===== src/rtl/uart_pkg.sv =====
// UART shared definitions: divisor defaults and the divisor
// bundle shared between the register block and the baud generator.
package uart_pkg;

  localparam int UART_OVERSAMPLE_DEFAULT = 16;
  localparam int UART_DIV_INT_W          = 16;
  localparam int UART_DIV_FRAC_W         = 4;

  typedef struct packed {
    logic [UART_DIV_INT_W-1:0]  div_int;
    logic [UART_DIV_FRAC_W-1:0] div_frac;
  } uart_div_t;

  function automatic uart_div_t uart_div_mk(
    input logic [UART_DIV_INT_W-1:0]  i,
    input logic [UART_DIV_FRAC_W-1:0] f
  );
    uart_div_t d;
    d.div_int  = i;
    d.div_frac = f;
    return d;
  endfunction

endpackage


===== src/rtl/uart_baud_frac_acc.sv =====
// Fractional phase accumulator for the baud generator.
// Overflow of acc + frac lengthens the following period by one clock.
module uart_baud_frac_acc
  import uart_pkg::*;
#(
  parameter int FRAC_W = UART_DIV_FRAC_W
) (
  input  logic              clk,
  input  logic              rst_n,
  input  logic              clr_i,
  input  logic              step_i,
  input  logic [FRAC_W-1:0] frac_i,
  output logic              extra_o
);

  logic [FRAC_W-1:0] acc_q, acc_d;
  logic              extra_q, extra_d;
  logic [FRAC_W:0]   sum;

  assign sum = {1'b0, acc_q} + {1'b0, frac_i};

  // Step on each period boundary; clear wins over step.
  always_comb begin
    acc_d   = acc_q;
    extra_d = extra_q;
    if (clr_i) begin
      acc_d   = '0;
      extra_d = 1'b0;
    end else if (step_i) begin
      acc_d   = sum[FRAC_W-1:0];
      extra_d = sum[FRAC_W];
    end
  end

  // Accumulator and carry-out state.
  always_ff @(posedge clk or negedge rst_n) begin
    if (!rst_n) begin
      acc_q   <= '0;
      extra_q <= 1'b0;
    end else begin
      acc_q   <= acc_d;
      extra_q <= extra_d;
    end
  end

  assign extra_o = extra_q;

endmodule


===== src/rtl/uart_baud_gen_frac.sv =====
// Fractional baud generator: oversample, mid-bit and bit ticks
// with a double-buffered divisor applied on period boundaries.
module uart_baud_gen_frac
  import uart_pkg::*;
#(
  parameter int INT_W      = UART_DIV_INT_W,
  parameter int FRAC_W     = UART_DIV_FRAC_W,
  parameter int OVERSAMPLE = UART_OVERSAMPLE_DEFAULT
) (
  input  logic              clk,
  input  logic              rst_n,
  input  logic              enable,
  input  logic [INT_W-1:0]  divisor_int,
  input  logic [FRAC_W-1:0] divisor_frac,
  input  logic              div_load,
  input  logic              resync,
  output logic              os_tick,
  output logic              bit_tick,
  output logic              mid_tick,
  output logic              cfg_err,
  output logic              load_pending
);

  localparam int OS_W = $clog2(OVERSAMPLE);
  localparam logic [INT_W:0]  CNT_ONE = {{INT_W{1'b0}}, 1'b1};
  localparam logic [INT_W-1:0] INT_ONE = {{(INT_W-1){1'b0}}, 1'b1};
  localparam logic [OS_W-1:0] OS_ONE  = {{(OS_W-1){1'b0}}, 1'b1};
  localparam logic [OS_W-1:0] OS_LAST = OS_W'(OVERSAMPLE - 1);
  localparam logic [OS_W-1:0] OS_MID  = OS_W'(OVERSAMPLE / 2 - 1);

  logic [INT_W-1:0]  act_int_q, act_int_d;
  logic [FRAC_W-1:0] act_frac_q, act_frac_d;
  logic [INT_W-1:0]  sh_int_q, sh_int_d;
  logic [FRAC_W-1:0] sh_frac_q, sh_frac_d;
  logic              pend_q, pend_d;
  logic [INT_W:0]    cnt_q, cnt_d;
  logic [OS_W-1:0]   os_cnt_q, os_cnt_d;
  logic              os_q, os_d;
  logic              bit_q, bit_d;
  logic              mid_q, mid_d;
  logic              err_q, err_d;

  logic              clr;
  logic              bnd;
  logic              apply;
  logic              extra;
  logic [INT_W-1:0]  int_eff;
  logic [INT_W:0]    per_len;

  assign clr     = !enable || resync;
  assign int_eff = (act_int_q == '0) ? INT_ONE : act_int_q;
  assign per_len = {1'b0, int_eff} + {{INT_W{1'b0}}, extra};
  assign bnd     = !clr && (cnt_q == per_len - CNT_ONE);
  assign apply   = pend_q && (bnd || !enable);

  uart_baud_frac_acc #(
    .FRAC_W (FRAC_W)
  ) u_acc (
    .clk     (clk),
    .rst_n   (rst_n),
    .clr_i   (clr),
    .step_i  (bnd),
    .frac_i  (act_frac_q),
    .extra_o (extra)
  );

  // Period and oversample counters plus tick generation.
  always_comb begin
    cnt_d    = cnt_q + CNT_ONE;
    os_cnt_d = os_cnt_q;
    if (clr) begin
      cnt_d    = '0;
      os_cnt_d = '0;
    end else if (bnd) begin
      cnt_d    = '0;
      os_cnt_d = os_cnt_q + OS_ONE;
    end
    os_d  = bnd;
    bit_d = bnd && (os_cnt_q == OS_LAST);
    mid_d = bnd && (os_cnt_q == OS_MID);
  end

  // Shadow capture and boundary-aligned apply of the divisor.
  always_comb begin
    act_int_d  = act_int_q;
    act_frac_d = act_frac_q;
    sh_int_d   = sh_int_q;
    sh_frac_d  = sh_frac_q;
    pend_d     = pend_q && !apply;
    if (apply) begin
      act_int_d  = sh_int_q;
      act_frac_d = sh_frac_q;
    end
    if (div_load) begin
      sh_int_d  = divisor_int;
      sh_frac_d = divisor_frac;
      pend_d    = 1'b1;
    end
    err_d = (act_int_d == '0);
  end

  // State registers.
  always_ff @(posedge clk or negedge rst_n) begin
    if (!rst_n) begin
      act_int_q  <= INT_ONE;
      act_frac_q <= '0;
      sh_int_q   <= '0;
      sh_frac_q  <= '0;
      pend_q     <= 1'b0;
      cnt_q      <= '0;
      os_cnt_q   <= '0;
      os_q       <= 1'b0;
      bit_q      <= 1'b0;
      mid_q      <= 1'b0;
      err_q      <= 1'b0;
    end else begin
      act_int_q  <= act_int_d;
      act_frac_q <= act_frac_d;
      sh_int_q   <= sh_int_d;
      sh_frac_q  <= sh_frac_d;
      pend_q     <= pend_d;
      cnt_q      <= cnt_d;
      os_cnt_q   <= os_cnt_d;
      os_q       <= os_d;
      bit_q      <= bit_d;
      mid_q      <= mid_d;
      err_q      <= err_d;
    end
  end

  assign os_tick      = os_q;
  assign bit_tick     = bit_q;
  assign mid_tick     = mid_q;
  assign cfg_err      = err_q;
  assign load_pending = pend_q;

endmodule


===== config.mk =====
export PLATFORM = sky130hd
export DESIGN_NAME = uart_baud_gen_frac
export DESIGN_NICKNAME = d
export VERILOG_FILES = /design/src/rtl/uart_pkg.sv /design/src/rtl/uart_baud_frac_acc.sv /design/src/rtl/uart_baud_gen_frac.sv
export SDC_FILE = /design/constraint.sdc
export NUM_CORES = 1
export LEC_CHECK = 0
export BUFFER_PORTS_ARGS = -buffer_cell sky130_fd_sc_hd__buf_2
export CAP_MARGIN = 10
export CORE_ASPECT_RATIO = 0.9
export CORE_MARGIN = 1.5
export CORE_UTILIZATION = 60
export DETAILED_ROUTE_END_ITERATION = 7
export HOLD_SLACK_MARGIN = 0.1
export PLACE_DENSITY = 0.78
export SLEW_MARGIN = 15
export SYNTH_ARGS = -nofsm -noshare
export SYNTH_HDL_FRONTEND = slang
export SYNTH_SLANG_ARGS = --single-unit

===== constraint.sdc =====
create_clock -name clk -period 4.65 [get_ports clk]
set_input_delay 0.6975 -clock clk [delete_from_list [all_inputs] [get_ports clk]]
set_output_delay 0.6975 -clock clk [all_outputs]
set_load 0.01 [all_outputs]

Word level (Yosys, flattened, before mapping)
Index checks and enable logic that the tools add are counted.
{"block": "word_totals", "regBits": 71, "input_bits": 25, "output_inout_bits": 5, "wordCells": 45}
{"block": "op_classes", "addsub": 5, "n_eq_ne": 3, "n_mux": 11, "reduce_logical": 13}
{"operator": "two-way mux 17 bit", "n": 2}
{"operator": "zero test 16 bit", "n": 2}
{"operator": "two-way mux 16 bit", "n": 2}
{"operator": "adder 16 x 1 -> 17 bit", "n": 1}
{"operator": "adder 17 x 1 -> 17 bit, second input constant", "n": 1}
{"operator": "equality test 17 bit", "n": 1}
{"operator": "subtractor 17 x 1 -> 17 bit, second input constant", "n": 1}
{"operator": "two-way mux 4 bit", "n": 4}
{"operator": "adder 4 x 4 -> 5 bit", "n": 1}
{"operator": "logical AND 1 bit", "n": 5}
{"operator": "adder 4 x 1 -> 4 bit, second input constant", "n": 1}
{"operator": "equality test 4 x 3 -> 1 bit, second input constant", "n": 1}
{"operator": "equality test 4 bit, second input constant", "n": 1}
{"operator": "zero test 1 bit", "n": 3}
{"operator": "two-way mux 1 bit", "n": 3}
{"operator": "logical OR 1 bit", "n": 2}
{"operator": "nonzero test 2 bit", "n": 1}

Logic depth before layout (Yosys ltp)
Gate-level depths: netlist of run 1.
{"block": "logic_depth", "depth_word": 11, "ltp_mapped": 16}

By module
A second synthesis of run 1 with hierarchy kept.
{"block": "unflattened", "cells_unflattened": 338, "area_unflattened_um2": 3885.0}
{"mod": "uart_baud_gen_frac", "n_inst": 1, "cells_each": 305, "area_per_inst_um2": 3538.4, "seq_area_each_um2": 1652.8}
{"mod": "uart_baud_frac_acc", "n_inst": 1, "cells_each": 33, "area_per_inst_um2": 346.6, "seq_area_each_um2": 125.1}

Worst setup path after synthesis of run 1
No wires, ideal clock.
{"block": "synth_timing", "path_type": "reg2reg", "start": "reg act_int_q[7]", "end": "reg act_int_q[11]", "setup_ns": 0.126, "arrival_time_ns": 3.759, "slack_ns": 0.765, "path_stages_with_launch": 15, "path_buffers": 2, "synth_period_minus_slack_ns": 3.885, "path_cell_list": "dfrtp_1 or4_1 or3_4 nor3_1 nor2_1 ha_1 or3b_1 clkbuf_1 nor4_2 a211o_1 and3_1 a211oi_2 buf_2 a311oi_1 a311o_1"}
{"block": "synth_via", "elab_chain_cells": 9}
{"element": "from (decl)", "line_no": "uart_baud_gen_frac.sv:31", "text": "logic [INT_W-1:0] act_int_q, act_int_d;"}
{"element": "from (signal assigned)", "line_no": "uart_baud_gen_frac.sv:117", "text": "act_int_q <= act_int_d;"}
{"element": "zero test 16 bit", "line_no": "uart_baud_gen_frac.sv:51", "text": "assign int_eff = (act_int_q == '0) ? INT_ONE : act_int_q;"}
{"element": "two-way mux 16 bit *", "line_no": "uart_baud_gen_frac.sv:51"}
{"element": "adder 16 x 1 -> 17 bit *", "line_no": "uart_baud_gen_frac.sv:52", "text": "assign per_len = {1'b0, int_eff} + {{INT_W{1'b0}}, extra};"}
{"element": "subtractor 17 x 1 -> 17 bit *", "line_no": "uart_baud_gen_frac.sv:53", "text": "assign bnd = !clr && (cnt_q == per_len - CNT_ONE);"}
{"element": "equality test 17 bit *", "line_no": "uart_baud_gen_frac.sv:53"}
{"element": "logical AND 1 bit *", "line_no": "uart_baud_gen_frac.sv:53"}
{"element": "logical OR 1 bit *", "line_no": "uart_baud_gen_frac.sv:54", "text": "assign apply = pend_q && (bnd || !enable);"}
{"element": "logical AND 1 bit *", "line_no": "uart_baud_gen_frac.sv:54"}
{"element": "two-way mux 16 bit *", "line_no": "uart_baud_gen_frac.sv:90", "text": "if (apply) begin"}
{"element": "via act_int_d[11]", "line_no": "uart_baud_gen_frac.sv:31"}
The timed path passes the listed nets; every way through them passes the cells marked *.
A chain may end at the register's enable or synchronous reset.

Worst setup path after layout of run 1
{"block": "layout_timing", "start": "reg act_int_q[7]", "end": "reg act_frac_q[0]"}
{"block": "layout_via", "elab_chain_cells": 8}
{"element": "zero test 16 bit", "line_no": "uart_baud_gen_frac.sv:51"}
{"element": "two-way mux 16 bit *", "line_no": "uart_baud_gen_frac.sv:51"}
{"element": "adder 16 x 1 -> 17 bit *", "line_no": "uart_baud_gen_frac.sv:52"}
{"element": "subtractor 17 x 1 -> 17 bit *", "line_no": "uart_baud_gen_frac.sv:53"}
{"element": "equality test 17 bit *", "line_no": "uart_baud_gen_frac.sv:53"}
{"element": "logical AND 1 bit *", "line_no": "uart_baud_gen_frac.sv:53"}
{"element": "logical OR 1 bit *", "line_no": "uart_baud_gen_frac.sv:54"}
{"element": "logical AND 1 bit *", "line_no": "uart_baud_gen_frac.sv:54"}
{"element": "to (signal assigned)", "line_no": "uart_baud_gen_frac.sv:118", "text": "act_frac_q <= act_frac_d;"}
{"element": "to (decl)", "line_no": "uart_baud_gen_frac.sv:32", "text": "logic [FRAC_W-1:0] act_frac_q, act_frac_d;"}
Mark *: on every way between the ends. The rest lies on a longest branch, timed or not.

==> metrics.txt, run 1 <==
Worst-Margin Slew=1050 ps; vias per cell=6.77; post-route cell area=4700 um2; Detail Placement HPWL=7190 um; f_max=234 MHz; area grow syn2layout=9.34%; Clock transition at path regs=80 ps; WP data required=4950 ps; PortBufs=29; die width=92.2 um; worst hold path type=in -> async; hold_ws=510 ps; Core Util, Final=67.1%; initial antenna violation count=0; Std-Cell Rows=29; Slew headroom=30.1%; Max Transition Viols Final=0; Finished Layout Cells=544; final total power=1.60 mW; post-synthesis async set-or-reset flop share=100%; Main synth FF type=dfrtp_1; Synth area leader=dfrtp_1; Total Wirelength=10500 um; DR pass1 iterations=5; Syn Area/Cell=10.0 um2; clk_lat worst skew=360 ps; outcome=finished clean; Setup Viol. Count Final=0; period utilisation layout=91.8%; Seq/Total Area, Yosys=41.4%; core footprint=7000 um2; final hold violation count=0; CTS Buffer Depth=2; via count=3683; share of cells above drive strength 1=19.1%; drc violations=0; post-synthesis net count=464; Initial DRC Count=314; GRT overflow=0; Post-CTS Hold Buffers=0; maxcap violations=0; final worst path period need=4270 ps; largest net degree at the start of global routing=47; Gate Count Post-Synth=430; RSZ-0062 raised after global routing=false; most frequent cell after synthesis=dfrtp_1; Synth top area share=40.7%; CTS tree=yes; CTS Buf Count=9; Max VDD drop=0.221 mV; GRT Overall Usage=29.1%; Die Area=7680 um2; Sink Count=71; Post-synth EDFFs=0; Nets=480; Post-DRT Antenna Nets=0; post_cts resized=0; Synth Cell Area=4300 um2; PD cells=341 nW/um2; cell area after placement=4480 um2; peak fanout along the critical path=25; Routed WL per cell=19.3 um; postcts setup bufs=0; ant diodes=0; number of instances in the placed design=528; CTS root buf=clkbuf_8; synth cell count leaders=70 x dfrtp_1, 26 x inv_1, 21 x a311o_1, 21 x clkbuf_1; setup_tns=0 ps; setup slack after layout=383 ps; critical path class=reg -> reg; CTS H-tree depth=3; startpoint type of the worst setup path=register; io pins=30; gpl congestion=0.895; height of the chip=83.3 um; Worst setup startpoint=act_int_q[7]$_DFF_PN0_; WP data arrival=4560 ps; vias in the first global route=3534; first-pass GRT wire length=17600 um; Leak Pwr=1.86 nW; Netlist cell types=59; Synth Register Bits=71; synth top area cells=dfrtp_1 41%, mux2_2 5.2%, a311o_1 4.9%; Ys Warns=0; endpoint class of the critical path=register; reg2reg start=act_int_q[7]$_DFF_PN0_; pre-CTS setup slack=477 ps; clock skew=8.84 ps; initial core utilization=61.4%
## cell families after synthesis
group                    Yosys count  share of synthesized area [%]
AO/OA/AOI/OAI                    128                           23.1
AND/OR/NAND/NOR                  110                           15.1
flip-flops                        71                           41.4
buffers and inverters             60                           5.91
XOR/XNOR                          32                           6.52
multiplexers                      20                           5.24
adder cells (fa/ha/maj)            9                           2.79
## layer usage
layer  global-route usage, %  share of wire (%)  up-vias
li1                        -                  -     1705
met5                       0                  0        -
met1                    41.9                 45     1793
met4                    8.67                1.6        0
met2                    44.0                 47      168
met3                    6.41                7.2       17
## path summary, 6_finish.rpt
check                                            endpoint  slack, ps  cells past startpoint
worst max register to register  act_frac_q[0]$_DFFE_PN0N_        380                     14
worst min register to register   sh_frac_q[2]$_DFFE_PN0P_        550                      1
worst min-delay path                   cnt_q[3]$_DFF_PN0_        510                      1
max in group asynchronous         os_cnt_q[1]$_DFFE_PN0P_       3230                      2
worst max-delay path            act_frac_q[0]$_DFFE_PN0N_        380                     14
min in group clk                 sh_frac_q[2]$_DFFE_PN0P_        550                      1
## placed cells by master (no fill, tap or decap), types with 2 or more instances in the layout
master,n
nand3_1,12
ha_1,8
a311oi_1,20
buf_4,10
a21o_1,2
or3_1,2
a32oi_1,20
nor4_1,7
nor3b_1,4
nor2_1,9
xor2_1,13
clkinv_4,2
mux2_2,20
xnor2_1,19
bufinv_16,2
clkbuf_8,9
nand2b_1,3
or2_2,2
a211oi_2,2
nor2b_1,3
nand4_1,15
nand2_1,11
o21a_1,2
o21ai_1,8
nor3_1,20
buf_2,29
and3_1,7
nor4_2,2
a21oi_1,15
inv_1,26
nor3_2,2
o31a_1,2
dfrtp_1,70
o21ai_0,20
o31ai_1,2
a311o_1,21
or4_1,5
## cell type report
type	instances	area (um2)
Clock buffer	10	128
Clock inverter	6	93.8
Fill cell	538	2300
Inverter	26	97.6
Multi-Input combinational cell	299	2270
Sequential cell	71	1780
Tap cell	93	116
Timing Repair Buffer	39	220
## critical path, cell delays in order (launching register included)
cell	delay (ps)
dfrtp_1	450
or4_1	580
or3_4	410
nor3_1	230
nor2_1	70
ha_1	230
ha_1	310
xnor2_1	130
a2111oi_0	380
nand4b_1	220
a211oi_2	240
buf_4	190
and3_1	200
buf_4	300
a311o_1	240
## sequential cells by signal, summed over array words and instances, names as in the netlist
name	cells
load_pending	1
os_tick	1
bit_tick	1
sh_frac_q	4
act_frac_q	4
os_cnt_q	4
sh_int_q	16
cfg_err	1
act_int_q	16
cnt_q	17
mid_tick	1
u_acc.acc_q	4
u_acc.extra_o	1
## report_power, final
group          internal [mW]  leakage (nW)  total [mW]  switching [mW]
Sequential             0.669         0.884       0.751          0.0828
Combinational          0.130         0.865       0.297           0.167
Clock                  0.306         0.107       0.554           0.248
Note: power is estimated with default switching activity, not from simulation.
==> run 2, diff against run 1 <==
--- a/config.mk
+++ b/config.mk
@@ -7,9 +7,11 @@
 export LEC_CHECK = 0
 export BUFFER_PORTS_ARGS = -buffer_cell sky130_fd_sc_hd__buf_2
 export CAP_MARGIN = 10
+export CELL_PAD_IN_SITES_DETAIL_PLACEMENT = 1
+export CELL_PAD_IN_SITES_GLOBAL_PLACEMENT = 2
 export CORE_ASPECT_RATIO = 0.9
 export CORE_MARGIN = 1.5
-export CORE_UTILIZATION = 60
+export CORE_UTILIZATION = 39
 export DETAILED_ROUTE_END_ITERATION = 7
 export HOLD_SLACK_MARGIN = 0.1
 export PLACE_DENSITY = 0.78
==> run 2 against run 1 <==
  * Non-clock buffer count did not move
  * Final area rose by 2.4%
  * Via count fell by 0.30%
  * Critical endpoint is now os_cnt_q[2]$_DFFE_PN0P_
  * Largest cell class unchanged
==> metrics.txt, run 2 (synthesis results as in run 1) <==
outcome=finished clean; Std-Cell Rows=36 (+24%); Core Util, Final=44.7% (-22 points); CTS root buf=clkbuf_16; WP data required=4920 ps (-30 ps); die width=114 um (+23%); Worst-Margin Slew=955 ps (-92.8 ps); most frequent cells in the layout=70 x dfrtp_1, 29 x buf_2, 26 x inv_1; initial core utilization=39.9% (-21 points); Max VDD drop=0.262 mV (+19%); worst hold path type=in -> async; first-pass GRT wire length=20400 um (+16%); core footprint=10800 um2 (+54%); final hold violation count=0 (unchanged); CTS Buffer Depth=2 (unchanged); vias per cell=6.29 (-7.1%); GRT Overall Usage=22.7% (-6.5 points); R2R cell count=13 (-1); vias in the first global route=3839 (+8.6%); Nets=480 (unchanged); CTS tree=yes; Max Transition Viols Final=0 (unchanged); DR pass1 iterations=4 (-1); Critical R2R Capture=os_cnt_q[2]$_DFFE_PN0P_; Largest register FFs=17 (unchanged); f_max=233 MHz (-0.53%); maxcap violations=0 (unchanged); postcts setup bufs=0 (unchanged); gpl congestion=0.855 (-4.5%); Initial DRC Count=182 (-42%); via count=3672 (-0.30%); Post-CTS Hold Buffers=0 (unchanged); initial antenna violation count=0 (unchanged); Sink Count=71 (unchanged); GRT overflow=0 (unchanged); Slew headroom=36.0% (+5.9 points); PD cells=356 nW/um2 (+4.3%); Setup Viol. Count Final=0 (unchanged); Die Area=11700 um2 (+52%); clock skew=5.75 ps (-3.08 ps); Leak Pwr=1.88 nW (+1.2%); period utilisation layout=92.2% (+0.49 points); CTS H-tree depth=3 (unchanged); share of cells above drive strength 1=19.7% (+0.67 points); Routed WL per cell=21.4 um (+11%); CTS Buf Count=9 (unchanged); Most flops, register=cnt_q; Post-DRT Antenna Nets=0 (unchanged); critical path class=reg -> reg; most common cell after layout, fill and taps aside=dfrtp_1; PortBufs=29 (unchanged); endpoint class of the critical path=register; RSZ-0062 raised after global routing=false; drc violations=0 (unchanged); r2r setup slk=360 ps (-20 ps); ant diodes=0 (unchanged); reg2reg start=act_int_q[8]$_DFF_PN0_; Clock transition at path regs=60 ps (-20 ps); largest net degree at the start of global routing=45 (-4.3%); Total Wirelength=12500 um (+19%); clk_lat worst skew=350 ps (about the same); startpoint type of the worst setup path=register; WP data arrival=4560 ps (about the same); io pins=30 (unchanged); largest registers=cnt_q: 17 flops, act_int_q: 16 flops, sh_int_q: 16 flops; area grow syn2layout=12.0%; setup_tns=0 ps (unchanged); peak fanout along the critical path=9 (-64%); final worst path period need=4290 ps (+22.7 ps); Detail Placement HPWL=8430 um (+17%); height of the chip=103 um (+23%)
## run 2: cell types whose count changed in the layout (fill, tap and decap cells not counted), sizes merged
cell	change
clkinvlp	+4
bufinv	-2
clkinv	-2
## run 2: how the worst max path moves through the flow
stage / from / end / cells past startpoint
6_report: act_int_q[8]$_DFF_PN0_ / os_cnt_q[2]$_DFFE_PN0P_ / 13
5_1_grt: act_int_q[8]$_DFF_PN0_ / os_cnt_q[2]$_DFFE_PN0P_ / 13
4_1_cts: act_int_q[8]$_DFF_PN0_ / os_cnt_q[2]$_DFFE_PN0P_ / 13
3_5_place_dp: act_int_q[8]$_DFF_PN0_ / os_cnt_q[2]$_DFFE_PN0P_ / 13
3_3_place_gp: act_int_q[7]$_DFF_PN0_ / os_cnt_q[2]$_DFFE_PN0P_ / 13
2_1_floorplan: act_int_q[7]$_DFF_PN0_ / act_int_q[11]$_DFF_PN0_ / 14
## run 2: through the flow
step / instance area [um2] / setup slack (ps) / total power [mW] / hold slack, ps / std cells
2_1_floorplan: 4300 / 765 / 0.961 / 402 / 430
3_3_place_gp: 4530 / 480 / 1.05 / 529 / 568
3_5_place_dp: 4530 / 344 / 1.07 / 549 / 568
4_1_cts: 4810 / 305 / 1.73 / 406 / 584
5_1_grt: 4810 / 9.02 / 1.79 / 431 / 584
6_report: 4810 / 360 / 1.71 / 386 / 584
## run 2: area by class of cell
| cell class | instances | area [um2] |
|---|---|---|
| Multi-Input combinational cell | 299 | 2280 |
| Timing Repair Buffer | 39 | 220 |
| Inverter | 26 | 97.6 |
| Fill cell | 1208 | 5950 |
| Clock buffer | 10 | 229 |
| Clock inverter | 6 | 46.3 |
| Sequential cell | 71 | 1780 |
| Tap cell | 133 | 166 |
## run 2: metal layers
metal | wire (um) | GRT usage, % | share of wire (%)
met5 | 0 | 0 | 0
met4 | 176 | 7.12 | 1.4
met2 | 5610 | 36.1 | 45
met3 | 460 | 4.47 | 3.7
met1 | 6230 | 31.3 | 50
## run 2: repair_timing
| action | 4_1_cts | 5_1_grt |
|---|---|---|
| hold endpoints to repair | 0 | 0 |
| gates resized for setup | 0 | 1 |
| setup endpoints to repair | 0 | 1 |
## run 2: critical path, cell delays in order, from the launching register on
cell	delay [ps]
dfrtp_1	450
or4_1	570
or3_4	420
nor3_1	270
nor2_1	80
ha_1	230
ha_1	310
xnor2_1	130
a2111oi_0	350
nand4b_1	200
nand4bb_2	350
buf_4	230
or4_1	470
a21oi_1	150
## run 2: power breakdown
part           total [mW]  internal (mW)  switching (mW)
Combinational       0.312          0.132           0.180
Clock               0.648          0.363           0.285
Sequential          0.753          0.670          0.0828
Total                1.71           1.16           0.548
==> run 3, diff against run 2 <==
--- a/config.mk
+++ b/config.mk
@@ -13,7 +13,9 @@
 export CORE_MARGIN = 1.5
 export CORE_UTILIZATION = 39
 export DETAILED_ROUTE_END_ITERATION = 7
+export GPL_TIMING_DRIVEN = 0
 export HOLD_SLACK_MARGIN = 0.1
+export MAX_ROUTING_LAYER = met4
 export PLACE_DENSITY = 0.78
 export SLEW_MARGIN = 15
 export SYNTH_ARGS = -nofsm -noshare
==> run 3 against run 2 <==
  * Combinational power grew 5%
  * Critical path depth grew 1
  * Clock-buffer cell count is the same
  * Global-route usage grew 1.6 points
  * Largest cell class unchanged
  * Sequential cell count is the same
  * Non-clock buffer count grew 30
  * Hold slack lost 110 ps
  * Core utilization grew 1.8 points
  * Power grew 2.7%
  * Die area is the same
  * Fmax shrank 3.2%
==> metrics.txt, run 3 (synthesis results as in run 1) <==
initial core utilization=39.9% (unchanged); Largest register FFs=17 (unchanged); Setup Viol. Count Final=0 (unchanged); hold_ws=276 ps (-109 ps); GRT overflow=0 (unchanged); met3 usage=4.23% (-0.24 points); RSZ-0062 raised after global routing=false; share of cells above drive strength 1=20.6% (+0.85 points); Max VDD drop=0.275 mV (+4.8%); reg2reg start=act_int_q[8]$_DFF_PN0_; final worst path period need=4430 ps (+142 ps); height of the chip=103 um (unchanged); GR met1 Demand/Resource=32.9% (+1.6 points); CTS tree=yes; die width=114 um (unchanged); Crit path max-delay family=simple AND/OR/NAND/NOR gates; ant diodes=0 (unchanged); largest net degree at the start of global routing=45 (unchanged); Max Transition Viols Final=0 (unchanged); r2r setup slk=220 ps (-140 ps); final hold violation count=0 (unchanged); critical path class=reg -> reg; pre-CTS setup slack=-153 ps (-497 ps); CP max stage cell=or4_1; Clock transition at path regs=60 ps (about the same); worst hold path type=in -> async; most frequent cells in the layout=70 x dfrtp_1, 35 x buf_2, 26 x inv_1; io pins=30 (unchanged); Die Area=11700 um2 (unchanged); Post-DRT Antenna Nets=0 (unchanged); startpoint type of the worst setup path=register; Detail Placement HPWL=9150 um (+8.6%); Leak Pwr=1.98 nW (+5.4%); gpl congestion=0.814 (-4.8%); Most Crowded Layer GR=met2; final total power=1.76 mW (+2.7%); cell area after placement=4640 um2 (+2.2%); CTS root buf=clkbuf_16; GRT Overall Usage=24.3% (+1.6 points); peak fanout along the critical path=10 (+1); Total Wirelength=12900 um (+3.1%); DR pass1 iterations=4 (unchanged); Core Util, Final=46.5% (+1.8 points); post-route cell area=5000 um2 (+3.9%); GR Util met2=37.9% (+1.8 points); Worst-Margin Slew=632 ps (-323 ps); CTS H-tree depth=3 (unchanged); Most flops, register=cnt_q; Most common cell on crit path=ha_1; vias in the first global route=3864 (+0.65%); clk_lat worst skew=350 ps (about the same); vias per cell=6.15 (-2.1%); setup slack after layout=218 ps (-142 ps); CTS Buffer Depth=2 (unchanged); Slew headroom=57.8% (+22 points); Std-Cell Rows=36 (unchanged); maxcap violations=0 (unchanged); Routed WL per cell=20.9 um (-2.0%); Nets=510 (+6.3%); worst-path cell chain=or4_1 -> or3_4 -> nor3_2 -> nor2_1 -> ha_1 -> ha_1 -> xnor2_1 -> a2111oi_0 -> nand4b_1 -> a211oi_4 -> buf_4 -> buf_2 -> a311oi_1 -> a311o_1; via count=3778 (+2.9%); outcome=finished clean; Worst path max stage delay=580 ps (about the same); Initial DRC Count=214 (+18%); first-pass GRT wire length=21000 um (+3.0%); endpoint class of the critical path=register; Critical path buffers and inverters=2 (+1); clock skew=7.41 ps (+1.65 ps); WP data required=4880 ps (-40 ps); most common cell after layout, fill and taps aside=dfrtp_1; CTS Buf Count=9 (unchanged); drc violations=0 (unchanged); f_max=226 MHz (-3.2%); PD cells=351 nW/um2 (-1.2%); largest registers=cnt_q: 17 flops, act_int_q: 16 flops, sh_int_q: 16 flops; R2R cell count=14 (+1); Critical R2R Capture=act_int_q[8]$_DFF_PN0_; area grow syn2layout=16.4%; PortBufs=28 (-3.4%); Sink Count=71 (unchanged); period utilisation layout=95.3% (+3.1 points); WP data arrival=4660 ps (+100 ps); initial antenna violation count=0 (unchanged); core footprint=10800 um2 (unchanged)
==> run 3: changes by cell type in the layout (fill, tap and decap cells not counted), moves of 2 or more <==
cell / before / now
clkinvlp_4: 5 / 2
nor3_2: 2 / 4
nor2b_1: 1 / 3
clkbuf_1: 1 / 20
nor3_1: 20 / 18
nor2b_2: 2 / 0
buf_2: 29 / 35
==> run 3: worst register-to-register path, cell delays in order, from the launching register on <==
cell       delay (ps)
dfrtp_1           480
or4_1             580
or3_4             430
nor3_2            250
nor2_1             90
ha_1              250
ha_1              310
xnor2_1           130
a2111oi_0         360
nand4b_1          280
a211oi_4          270
buf_4             170
buf_2             220
a311oi_1          150
a311o_1           340
==> run 3: layer usage <==
metal	vias up	part of all wire, %
li1	1764	-
met1	1921	49
met2	80	46
met3	13	3.8
met4	0	1.3
met5	-	0
==> run 3: worst max path at each step <==
stage	startpoint	endpoint	slack, ps	depth (start not counted)
finish	act_int_q[8]$_DFF_PN0_	act_int_q[8]$_DFF_PN0_	220	14
global route	act_int_q[8]$_DFF_PN0_	act_int_q[8]$_DFF_PN0_	10	14
CTS	act_int_q[8]$_DFF_PN0_	bit_tick$_DFF_PN0_	70	12
detailed placement	act_int_q[8]$_DFF_PN0_	cnt_q[10]$_DFF_PN0_	-150	15
global placement	act_int_q[8]$_DFF_PN0_	cnt_q[14]$_DFF_PN0_	-150	14
floorplan	act_int_q[7]$_DFF_PN0_	act_int_q[11]$_DFF_PN0_	770	14
==> run 3: what timing repair did <==
item / 4_1_cts / 5_1_grt
endpoints found under the setup margin: 24 / 35
gates resized for setup: 1 / 6
hold buffers: 0 / 0
pin swaps: 1 / 1
setup buffers: 2 / 4
==> run 3: metrics by stage <==
stage               instances  TNS (ps)
CTS                       610         0
floorplan                 430         0
finish                    614         0
global route              614         0
detailed placement        592     -2960
global placement          591     -3150
==> run 3: final cells by class <==
class / count / area [um2]
well taps: 133 / 166
repair buffers: 35 / 215
flip-flops and latches: 71 / 1780
clock inverters: 6 / 52.6
clock buffers: 10 / 239
plain buffers: 34 / 158
multi-input cells: 299 / 2300
fillers: 1238 / 5760
inverters: 26 / 97.6
==> run 3: power by group <==
| part | switching, mW | internal [mW] | total, mW |
|---|---|---|---|
| clock | 0.296 | 0.384 | 0.680 |
| combinational | 0.189 | 0.140 | 0.329 |
| sequential | 0.0787 | 0.670 | 0.748 |
| total | 0.564 | 1.19 | 1.76 |
